--- config.mk ---
export PLATFORM = sky130hd
export DESIGN_NAME = event_pulse_gen
export DESIGN_NICKNAME = d
export VERILOG_FILES = /design/src/rtl/event_pkg.sv /design/src/rtl/sync_chain.sv /design/src/rtl/event_pulse_gen.sv
export SDC_FILE = /design/constraint.sdc
export NUM_CORES = 1
export LEC_CHECK = 0
export CORE_MARGIN = 2
export CORE_UTILIZATION = 45
export DETAILED_ROUTE_END_ITERATION = 8
export GPL_ROUTABILITY_DRIVEN = 0
export PLACE_DENSITY = 0.68
export RECOVER_POWER = 100
export SETUP_SLACK_MARGIN = 0.1
export SLEW_MARGIN = 10
export SYNTH_ARGS = -nofsm -noshare
export SYNTH_HDL_FRONTEND = slang
export SYNTH_SLANG_ARGS = --single-unit
--- constraint.sdc ---
create_clock -name clk -period 1.86 [get_ports clk]
set_input_delay 0.186 -clock clk [delete_from_list [all_inputs] [get_ports clk]]
set_output_delay 0.186 -clock clk [all_outputs]
set_load 0.01 [all_outputs]
--- src/rtl/event_pkg.sv ---
// Shared types and constants for the event pulse generator.
package event_pkg;

  typedef enum logic [1:0] {
    IDLE      = 2'd0,
    ARMING    = 2'd1,
    ACTIVE    = 2'd2,
    RELEASING = 2'd3
  } state_t;

  localparam int DEF_SYNC_STAGES     = 2;
  localparam int DEF_DEBOUNCE_CYCLES = 4;
  localparam int GLITCH_W            = 8;

  // Saturating increment: holds at all-ones instead of wrapping to zero.
  function automatic logic [GLITCH_W-1:0] sat_inc(input logic [GLITCH_W-1:0] v);
    return (&v) ? v : v + 1'b1;
  endfunction

endpackage

--- src/rtl/sync_chain.sv ---
// Multi-flop synchronizer that brings an asynchronous level into the clk domain.
module sync_chain #(
  parameter int STAGES = 2
) (
  input  logic clk,
  input  logic reset,
  input  logic d,
  output logic q
);

  logic [STAGES-1:0] chain;

  // Shift the raw level through the flop chain; the oldest stage is the output.
  always_ff @(posedge clk or posedge reset) begin
    if (reset) chain <= '0;
    else       chain <= {chain[STAGES-2:0], d};
  end

  assign q = chain[STAGES-1];

endmodule

--- src/rtl/event_pulse_gen.sv ---
// Debounces a synchronized event level and emits one count-enable pulse per
// clean rising event; aborted debounce attempts are counted in glitch_cnt.
module event_pulse_gen
  import event_pkg::*;
#(
  parameter int SYNC_STAGES     = DEF_SYNC_STAGES,
  parameter int DEBOUNCE_CYCLES = DEF_DEBOUNCE_CYCLES
) (
  input  logic                clk,
  input  logic                reset,
  input  logic                event_in,
  input  logic                arm,
  output logic                enable,
  output logic                busy,
  output logic [GLITCH_W-1:0] glitch_cnt
);

  localparam logic [7:0] DEB = 8'(DEBOUNCE_CYCLES);

  logic       s;
  state_t     state, state_nxt;
  logic [7:0] cnt, cnt_nxt;
  logic       glitch_inc;
  logic       pulse_nxt;

  sync_chain #(.STAGES(SYNC_STAGES)) u_sync (
    .clk   (clk),
    .reset (reset),
    .d     (event_in),
    .q     (s)
  );

  // Next-state and stability-counter logic.
  always_comb begin
    // NOTE: every output of this block gets a default first so no path leaves
    // it unassigned, which would otherwise infer a latch.
    state_nxt  = state;
    cnt_nxt    = cnt;
    glitch_inc = 1'b0;
    case (state)
      IDLE: begin
        if (s) begin
          if (DEBOUNCE_CYCLES == 1) begin
            state_nxt = ACTIVE;
          end else begin
            state_nxt = ARMING;
            cnt_nxt   = 8'd1;
          end
        end
      end
      ARMING: begin
        if (!s) begin
          state_nxt  = IDLE;
          glitch_inc = 1'b1;
        end else if (cnt == DEB) begin
          state_nxt = ACTIVE;
        end else begin
          cnt_nxt = cnt + 8'd1;
        end
      end
      ACTIVE: begin
        if (!s) begin
          state_nxt = RELEASING;
          cnt_nxt   = 8'd1;
        end
      end
      RELEASING: begin
        if (s) begin
          // Release aborted: back to ACTIVE silently, the bounce is counted.
          state_nxt  = ACTIVE;
          glitch_inc = 1'b1;
        end else if (cnt == DEB) begin
          state_nxt = IDLE;
        end else begin
          cnt_nxt = cnt + 8'd1;
        end
      end
      default: state_nxt = IDLE;
    endcase
  end

  // A pulse only accompanies a fresh entry into ACTIVE, never a return from RELEASING.
  assign pulse_nxt = arm && (state == IDLE || state == ARMING) && (state_nxt == ACTIVE);

  // State, counters and registered outputs.
  always_ff @(posedge clk or posedge reset) begin
    // NOTE: sequential state uses non-blocking assignments so every register
    // samples pre-edge values regardless of statement order.
    if (reset) begin
      state      <= IDLE;
      cnt        <= '0;
      enable     <= 1'b0;
      busy       <= 1'b0;
      glitch_cnt <= '0;
    end else begin
      state  <= state_nxt;
      cnt    <= cnt_nxt;
      enable <= pulse_nxt;
      busy   <= (state_nxt != IDLE);
      if (glitch_inc) glitch_cnt <= sat_inc(glitch_cnt);
    end
  end

endmodule

==> results of run 1 <==
## metrics by stage
| step | utilization (%) | area, um2 | hold WS, ns |
|---|---|---|---|
| after floorplan | - | 1060 | 0.175 |
| after CTS | 58.1 | 1280 | 0.201 |
| after global placement | 55.9 | 1240 | 0.344 |
| after detailed placement | 55.9 | 1240 | 0.349 |
| after global routing | 58.3 | 1290 | 0.393 |
| final | 58.3 | 1290 | 0.370 |
## worst max-delay path: stages (launching register included)
cell and delay [ns]:
dfrtp_1 0.50, xnor2_4 0.34, and3_4 0.25, and3_1 0.16, mux2_1 0.33
## cell type report
| cell class | instances | area share (%) |
|---|---|---|
| Timing Repair Buffer | 15 | 11.0 |
| Multi-Input combinational cell | 74 | 39.3 |
| Inverter | 5 | 1.45 |
| Tap cell | 28 | 2.72 |
| Sequential cell | 22 | 42.8 |
| Clock buffer | 4 | 2.81 |
## flip-flops by register name (all words and copies together) (netlist names)
signal,cells
cnt,8
glitch_cnt,8
state,2
u_sync.chain,2
busy,1
enable,1
## metal layers
metal  routed length [um]  vias to the layer above  part of all wire [%]  track usage (%)
li1                     -                      404                     -                -
met1                  864                      395                    45             18.6
met2                  949                       20                    50             26.3
met4                   12                        0                  0.63             7.26
met5                    0                        -                     0                0
met3                   73                        2                   3.8             3.43
## placed cells by master (no fill, tap or decap), types with 3 or more instances in the layout
master	Yosys	routed
a21oi_1	4	4
nand3_1	8	8
dlygate4sd3_1	0	12
clkbuf_4	0	3
mux2_2	4	4
ha_1	3	3
nor2_1	5	5
inv_1	5	5
dfrtp_1	22	21
nand2_1	16	16
o21ai_0	3	3
## report_power, final
part           leakage, nW  switching (mW)  internal [mW]
sequential           0.279           0.155          0.604
clock               0.0210           0.137          0.119
combinational        0.266           0.329          0.341
## cell families after synthesis
family	after synthesis	share of synthesized area, %
multiplexers	6	6.25
adder cells (fa/ha/maj)	3	3.54
AND/OR/NAND/NOR	43	20.8
buffers and inverters	6	2.12
AO/OA/AOI/OAI	18	11.4
XOR/XNOR	4	4.01
flip-flops	22	51.9
## worst max-delay path by stage
stage / startpoint / endpoint / slack [ns] / depth (start not counted)
finish: state[1] / glitch_cnt[4] / 0.16 / 4
global route: reset / u_sync.chain[1] / 0.07 / 3
CTS: glitch_cnt[0] / glitch_cnt[1] / 0.14 / 4
detailed placement: state[1] / glitch_cnt[4] / 0.12 / 4
global placement: glitch_cnt[0] / glitch_cnt[1] / 0.14 / 4
floorplan: glitch_cnt[0] / glitch_cnt[1] / 0.23 / 4
## timing repair
action                     in CTS  in global routing
setup endpoints to repair       1                  4
buffers inserted                0                  0
resized for setup               1                  3
pin swaps                       0                  0
==> impl_metrics.json, run 1 <==
{
  "synth_edf_count": 0,
  "critical_path_class": "flip-flop to flip-flop",
  "antenna_found_initial": 0,
  "worstRegToRegCells": 4,
  "fin_tns_setup_ns": 0,
  "dp.cells": 144,
  "cp-end-kind": "flip-flop",
  "viasPerCell": 5.55,
  "hold_class": "flip-flop to flip-flop",
  "r2r-end": "glitch_cnt[4]",
  "dr.pass1.iters": 4,
  "synth.largest_area_cell": "dfrtp_1",
  "slew_viol_final": 0,
  "syn_area_um2": 1060,
  "clockBufferDepth": 2,
  "wl_per_cell_um": 12.8,
  "ant_nets": 0,
  "instances_no_fill": 148,
  "grt_pass1_wl_um": 3150,
  "post-route-drc-count": 0,
  "synth-seq-cells": 22,
  "clock_latency_ns": 0.30,
  "wirelength_um": 1900,
  "grt_pass1_vias": 764,
  "cp_max_fo": 9,
  "worst_pin_slew_ns": 1.16,
  "rsz0062_at_grt": "false",
  "ir_drop_mv": 0.728,
  "avgSynthCellArea_um2": 10.4,
  "initial_core_util_pct": 48.0,
  "hold_violations": 0,
  "yosys-top-cells-area": "dfrtp_1 52%, nand2_1 5.7%, mux2_2 4.2%, nand3_1 3.8%, ha_1 3.5%",
  "worst_ep_required_time_ns": 2.05,
  "p_total_mw": 1.68,
  "ff2ff_setup_slack_ns": 0.16,
  "yosys-top-cells-count": "22 x dfrtp_1, 16 x nand2_1, 8 x nand3_1",
  "worstHoldStart": "u_sync.chain[0]",
  "drive_gt1_share_pct": 14.2,
  "post-place-ws_ns": 0.124,
  "grtUsageTotal_pct": 15.5,
  "ys_types": 35,
  "die-area_um2": 2760,
  "power.density_nw_per_um2": 1310,
  "cts-root-buf": "clkbuf_4",
  "yosysMostFrequentCell": "dfrtp_1",
  "fmax_ghz": 0.590,
  "diodes": 0,
  "cts_hold_buffers": 0,
  "drv_cap": 0,
  "yosysWarnings": 0,
  "status": "finished clean",
  "async_flop_share_pct": 100,
  "path_clk_slew_ns": 0.12,
  "synth_nets": 109,
  "h-tree-depth": 1,
  "portBuffers": 13,
  "fin_ws_ns": 0.164,
  "die_h_um": 52.6,
  "slew_headroom_pct": 22.9,
  "ys_seq_area_share_pct": 51.9,
  "arrival_ns": 1.88,
  "num-fill-cells": 198,
  "post-dp-hpwl_um": 1410,
  "core_area_um2": 2210,
  "setup_viol": 0,
  "cts_tree": "done",
  "num_vias": 821,
  "multiInputGateArea_um2": 507,
  "clock_sinks": 22,
  "grt_max_degree": 23,
  "rows": 17,
  "area_growth_pct": 21.6,
  "start_kind": "flip-flop",
  "fin_crit_ns": 1.70,
  "nets": 128,
  "synthFlopType": "dfrtp_1",
  "r2r_start": "state[1]",
  "cts_buffers": 3,
  "fin_skew_ns": 0.00174,
  "post-route-period-util_pct": 91.2,
  "hold_path_end": "u_sync.chain[1]",
  "die_x_um": 52.6,
  "synth_cells": 102,
  "ios": 14,
  "seqCellArea_um2": 552,
  "synth.top_cell.area_share_pct": 51.9,
  "drt_iter0_drc": 17,
  "grt_overflow": 0,
  "power_leakage_nw": 0.566,
  "hold_depth": 0
}
Note: power is estimated with default switching activity, not from simulation.
==> run 2, diff against run 1 <==
- TNS_END_PERCENT: default -> 10
==> impl_metrics.json, run 2 (synthesis results as in run 1) <==
{
  "num-fill-cells": 200,
  "start_kind": "flip-flop",
  "rsz0062_at_grt": "true",
  "dr.pass1.iters": 4,
  "path_clk_slew_ns": 0.12,
  "h-tree-depth": 1,
  "hold_violations": 0,
  "die_x_um": 52.6,
  "reg_top3": "cnt: 8 flops, glitch_cnt: 8 flops",
  "wirelength_um": 1900,
  "post_cts_buffers": 0,
  "fin_ws_ns": 0.163,
  "p_sw_share_pct": 36.7,
  "ir_drop_mv": 0.723,
  "power_leakage_nw": 0.567,
  "grtUsageTotal_pct": 15.5,
  "cp-end-kind": "flip-flop",
  "mostFrequentLayoutCells": "22 x dfrtp_1, 17 x nand2_1, 12 x dlygate4sd3_1, 8 x nand3_1",
  "post-route-drc-count": 0,
  "clockBufferDepth": 2,
  "diodes": 0,
  "p_seq_share_pct": 45.2,
  "post-route-period-util_pct": 91.2,
  "die_h_um": 52.6,
  "cts_tree": "done",
  "layout_commonest_cell": "dfrtp_1",
  "antenna_found_initial": 0,
  "placed_area_um2": 1240,
  "grt_pass1_wl_um": 3150,
  "worst_ep_required_time_ns": 2.05,
  "ios": 14,
  "ff2ff_setup_slack_ns": 0.16,
  "slew_headroom_pct": 22.7,
  "instances_no_fill": 148,
  "worstRegToRegCells": 4,
  "setup_viol": 0,
  "clock_sinks": 22,
  "grt_overflow": 0,
  "drv_cap": 0,
  "r2r-end": "glitch_cnt[4]",
  "grt_max_degree": 23,
  "hold_path_end": "u_sync.chain[1]",
  "fin_crit_ns": 1.70,
  "dp.cells": 144,
  "hold_depth": 0,
  "cts_hold_buffers": 0,
  "clock_latency_ns": 0.30,
  "wl_per_cell_um": 12.8,
  "slew_viol_final": 0,
  "fin_tns_setup_ns": 0,
  "p_total_mw": 1.68,
  "ant_nets": 0,
  "fin_skew_ns": 0.00174,
  "nets": 128,
  "worst_pin_slew_ns": 1.16,
  "cts-root-buf": "clkbuf_4",
  "power_frac_clock_pct": 15.2,
  "post-place-ws_ns": 0.124,
  "power.density_nw_per_um2": 1310,
  "cp_max_fo": 9,
  "critical_path_class": "flip-flop to flip-flop",
  "drive_gt1_share_pct": 12.5,
  "cts_buffers": 3,
  "status": "finished clean",
  "rows": 17,
  "grt_pass1_vias": 764,
  "die-area_um2": 2760,
  "num_vias": 822,
  "r2r_start": "state[1]",
  "core_area_um2": 2210,
  "drt_iter0_drc": 17,
  "portBuffers": 13,
  "p_int_mw": 1.06,
  "hold_ws_ns": 0.370,
  "arrival_ns": 1.89,
  "final_area_um2": 1290,
  "p_sw_mw": 0.616,
  "final_util_pct": 58.1,
  "hold_class": "flip-flop to flip-flop",
  "viasPerCell": 5.55,
  "initial_core_util_pct": 48.0,
  "p_comb_share_pct": 39.6,
  "worstHoldStart": "u_sync.chain[0]",
  "area_growth_pct": 21.2,
  "post-dp-hpwl_um": 1410,
  "fmax_ghz": 0.589
}
[run 2: cell counts in the layout (fill, tap and decap cells not counted)]
No cell type changed its count.
[run 2: area by class of cell]
type	count	area [um2]	area share [%]
Timing Repair Buffer	15	141	11.0
Multi-Input combinational cell	74	504	39.2
Sequential cell	22	551	42.8
Clock buffer	4	36.3	2.82
Inverter	5	18.8	1.46
Tap cell	28	35.0	2.72
[run 2: what timing repair did]
action                     CTS  global route
setup endpoints to repair    1             4
cloned                       0             0
gates resized for setup      1             1
[run 2: critical path, cell delays in order, from the launching register on]
cell,delay (ns)
dfrtp_1,0.50
xnor2_4,0.34
and3_4,0.26
and3_1,0.16
mux2_1,0.33
[run 2: power groups by stage]
stage	registers [mW]	logic [mW]	clock network, mW
global placement	0.758	0.660	0
CTS	0.762	0.695	0.266
floorplan	0.773	0.400	0
global route	0.784	0.737	0.279
finish	0.759	0.664	0.256
detailed placement	0.766	0.677	0
[run 2: routing by layer]
metal / wire length (um) / GRT usage (%)
met5: 0 / 0
met4: 12 / 7.26
met3: 73 / 3.43
met2: 951 / 26.3
met1: 862 / 18.6
[run 2: worst max-delay path by stage]
stage	start	endpoint	slack, ns	cells after the start
after floorplan	glitch_cnt[0]	glitch_cnt[1]	0.23	4
after global placement	glitch_cnt[0]	glitch_cnt[1]	0.14	4
after detailed placement	state[1]	glitch_cnt[4]	0.12	4
after CTS	glitch_cnt[0]	glitch_cnt[1]	0.14	4
after global routing	state[1]	cnt[7]	0.05	4
final	state[1]	glitch_cnt[4]	0.16	4
==> run 3, diff against run 2 <==
- PLACE_DENSITY: 0.68 -> 0.67
==> impl_metrics.json, run 3 (synthesis results as in run 1) <==
{
  "drt_iter0_drc": 7,
  "post-dp-hpwl_um": 1440,
  "portBuffers": 13,
  "post-route-period-util_pct": 92.1,
  "grt_overflow": 0,
  "h-tree-depth": 1,
  "grtUsageTotal_pct": 16.8,
  "diodes": 0,
  "post_cts_buffers": 0,
  "worstHoldStart": "u_sync.chain[0]",
  "crit_path_top_delay_cell": "dfrtp_1",
  "instances_no_fill": 147,
  "ant_nets": 0,
  "setup_viol": 0,
  "rsz0062_at_grt": "true",
  "fin_skew_ns": 0.00255,
  "cp-end-kind": "flip-flop",
  "slew_viol_final": 0,
  "reg_top3": "cnt: 8 flops, glitch_cnt: 8 flops",
  "worst_ep_required_time_ns": 2.04,
  "post-route-drc-count": 0,
  "cts_tree": "done",
  "die-area_um2": 2760,
  "clock_sinks": 22,
  "crit_path_start": "state[1]",
  "hold_ws_ns": 0.369,
  "fin_tns_setup_ns": 0,
  "die_x_um": 52.6,
  "layout_commonest_cell": "dfrtp_1",
  "fin_crit_ns": 1.71,
  "ios": 14,
  "drive_gt1_share_pct": 10.1,
  "core_area_um2": 2210,
  "power.density_nw_per_um2": 1270,
  "p_total_mw": 1.60,
  "wirelength_um": 1860,
  "cp_common_cell": "and3_1",
  "dr.pass1.iters": 3,
  "arrival_ns": 1.90,
  "hold_violations": 0,
  "initial_core_util_pct": 48.0,
  "worst_pin_slew_ns": 1.16,
  "crit_chain": "xnor2_4 -> and3_1 -> and3_1 -> mux2_1",
  "cts_hold_buffers": 0,
  "wl_per_cell_um": 12.6,
  "slew_headroom_pct": 23.0,
  "antenna_found_initial": 0,
  "cp_max_fo": 9,
  "ir_drop_mv": 0.785,
  "crit_path_max_incr_delay_ns": 0.49,
  "viasPerCell": 5.35,
  "r2r_start": "state[1]",
  "die_h_um": 52.6,
  "start_kind": "flip-flop",
  "nets": 128,
  "fin_ws_ns": 0.146,
  "post-place-ws_ns": 0.128,
  "clock_latency_ns": 0.29,
  "drv_cap": 0,
  "path_clk_slew_ns": 0.11,
  "rows": 17,
  "fmax_ghz": 0.584,
  "clockBufferDepth": 2,
  "cts-root-buf": "clkbuf_4",
  "cts_buffers": 3,
  "num_vias": 787,
  "grt_pass1_wl_um": 3380,
  "grt_max_degree": 23,
  "grt_pass1_vias": 820,
  "dp.cells": 144,
  "power_leakage_nw": 0.561,
  "critical_path_class": "flip-flop to flip-flop",
  "area_growth_pct": 18.8,
  "mostFrequentLayoutCells": "22 x dfrtp_1, 17 x nand2_1, 12 x dlygate4sd3_1, 8 x nand3_1",
  "status": "finished clean",
  "hold_class": "flip-flop to flip-flop"
}
[run 3: cell types whose count changed in the layout (fill, tap and decap cells not counted)]
| cell | previous run | this run |
|---|---|---|
| and3_1 | 1 | 2 |
| and3_4 | 1 | 0 |
| clkbuf_8 | 1 | 0 |
| o311ai_1 | 0 | 1 |
| o311ai_2 | 1 | 0 |
[run 3: power breakdown]
group	internal (mW)	switching, mW	total [mW]	leakage [nW]
sequential	0.604	0.154	0.758	0.280
combinational	0.330	0.315	0.644	0.267
clock	0.0752	0.124	0.200	0.0138
[run 3: cell type report]
| type | instances | area [um2] |
|---|---|---|
| repair buffers | 15 | 141 |
| well taps | 28 | 35.0 |
| inverters | 5 | 18.8 |
| fillers | 211 | 952 |
| flip-flops and latches | 22 | 551 |
| clock buffers | 3 | 22.5 |
| multi-input cells | 74 | 492 |
[run 3: critical path, delay by kind of cell, from the launching register on]
family / cells / cell delay (ns)
XOR/XNOR: 1 / 0.31
flip-flops: 1 / 0.49
AND/OR/NAND/NOR: 2 / 0.48
multiplexers: 1 / 0.33
[run 3: path summary, 6_finish.rpt]
| check | endpoint | slack [ns] | cells after the start |
|---|---|---|---|
| max | glitch_cnt[4] | 0.15 | 4 |
| min | u_sync.chain[1] | 0.37 | 0 |
| max reg2reg | glitch_cnt[4] | 0.15 | 4 |
| min reg2reg | u_sync.chain[1] | 0.37 | 0 |
| max in group asynchronous | glitch_cnt[7] | 0.49 | 3 |
| min in group asynchronous | u_sync.chain[0] | 0.69 | 3 |
[run 3: repair_timing]
item	CTS	global route
hold endpoints to repair	0	0
setup endpoints to repair	0	2
gates resized for setup	0	1
[run 3: metrics by stage]
| step | instance area (um2) | utilization (%) |
|---|---|---|
| after global routing | 1260 | 57.0 |
| after detailed placement | 1240 | 55.9 |
| after CTS | 1260 | 57.0 |
| after floorplan | 1060 | - |
| after global placement | 1240 | 55.9 |
| final | 1260 | 57.0 |
[run 3: layer usage]
metal	track usage [%]	up-vias	share of wire [%]
met4	6.41	0	0.70
met1	19.3	377	45
met2	30.2	10	52
li1	-	398	-
met5	0	-	0
met3	3.71	2	2.5
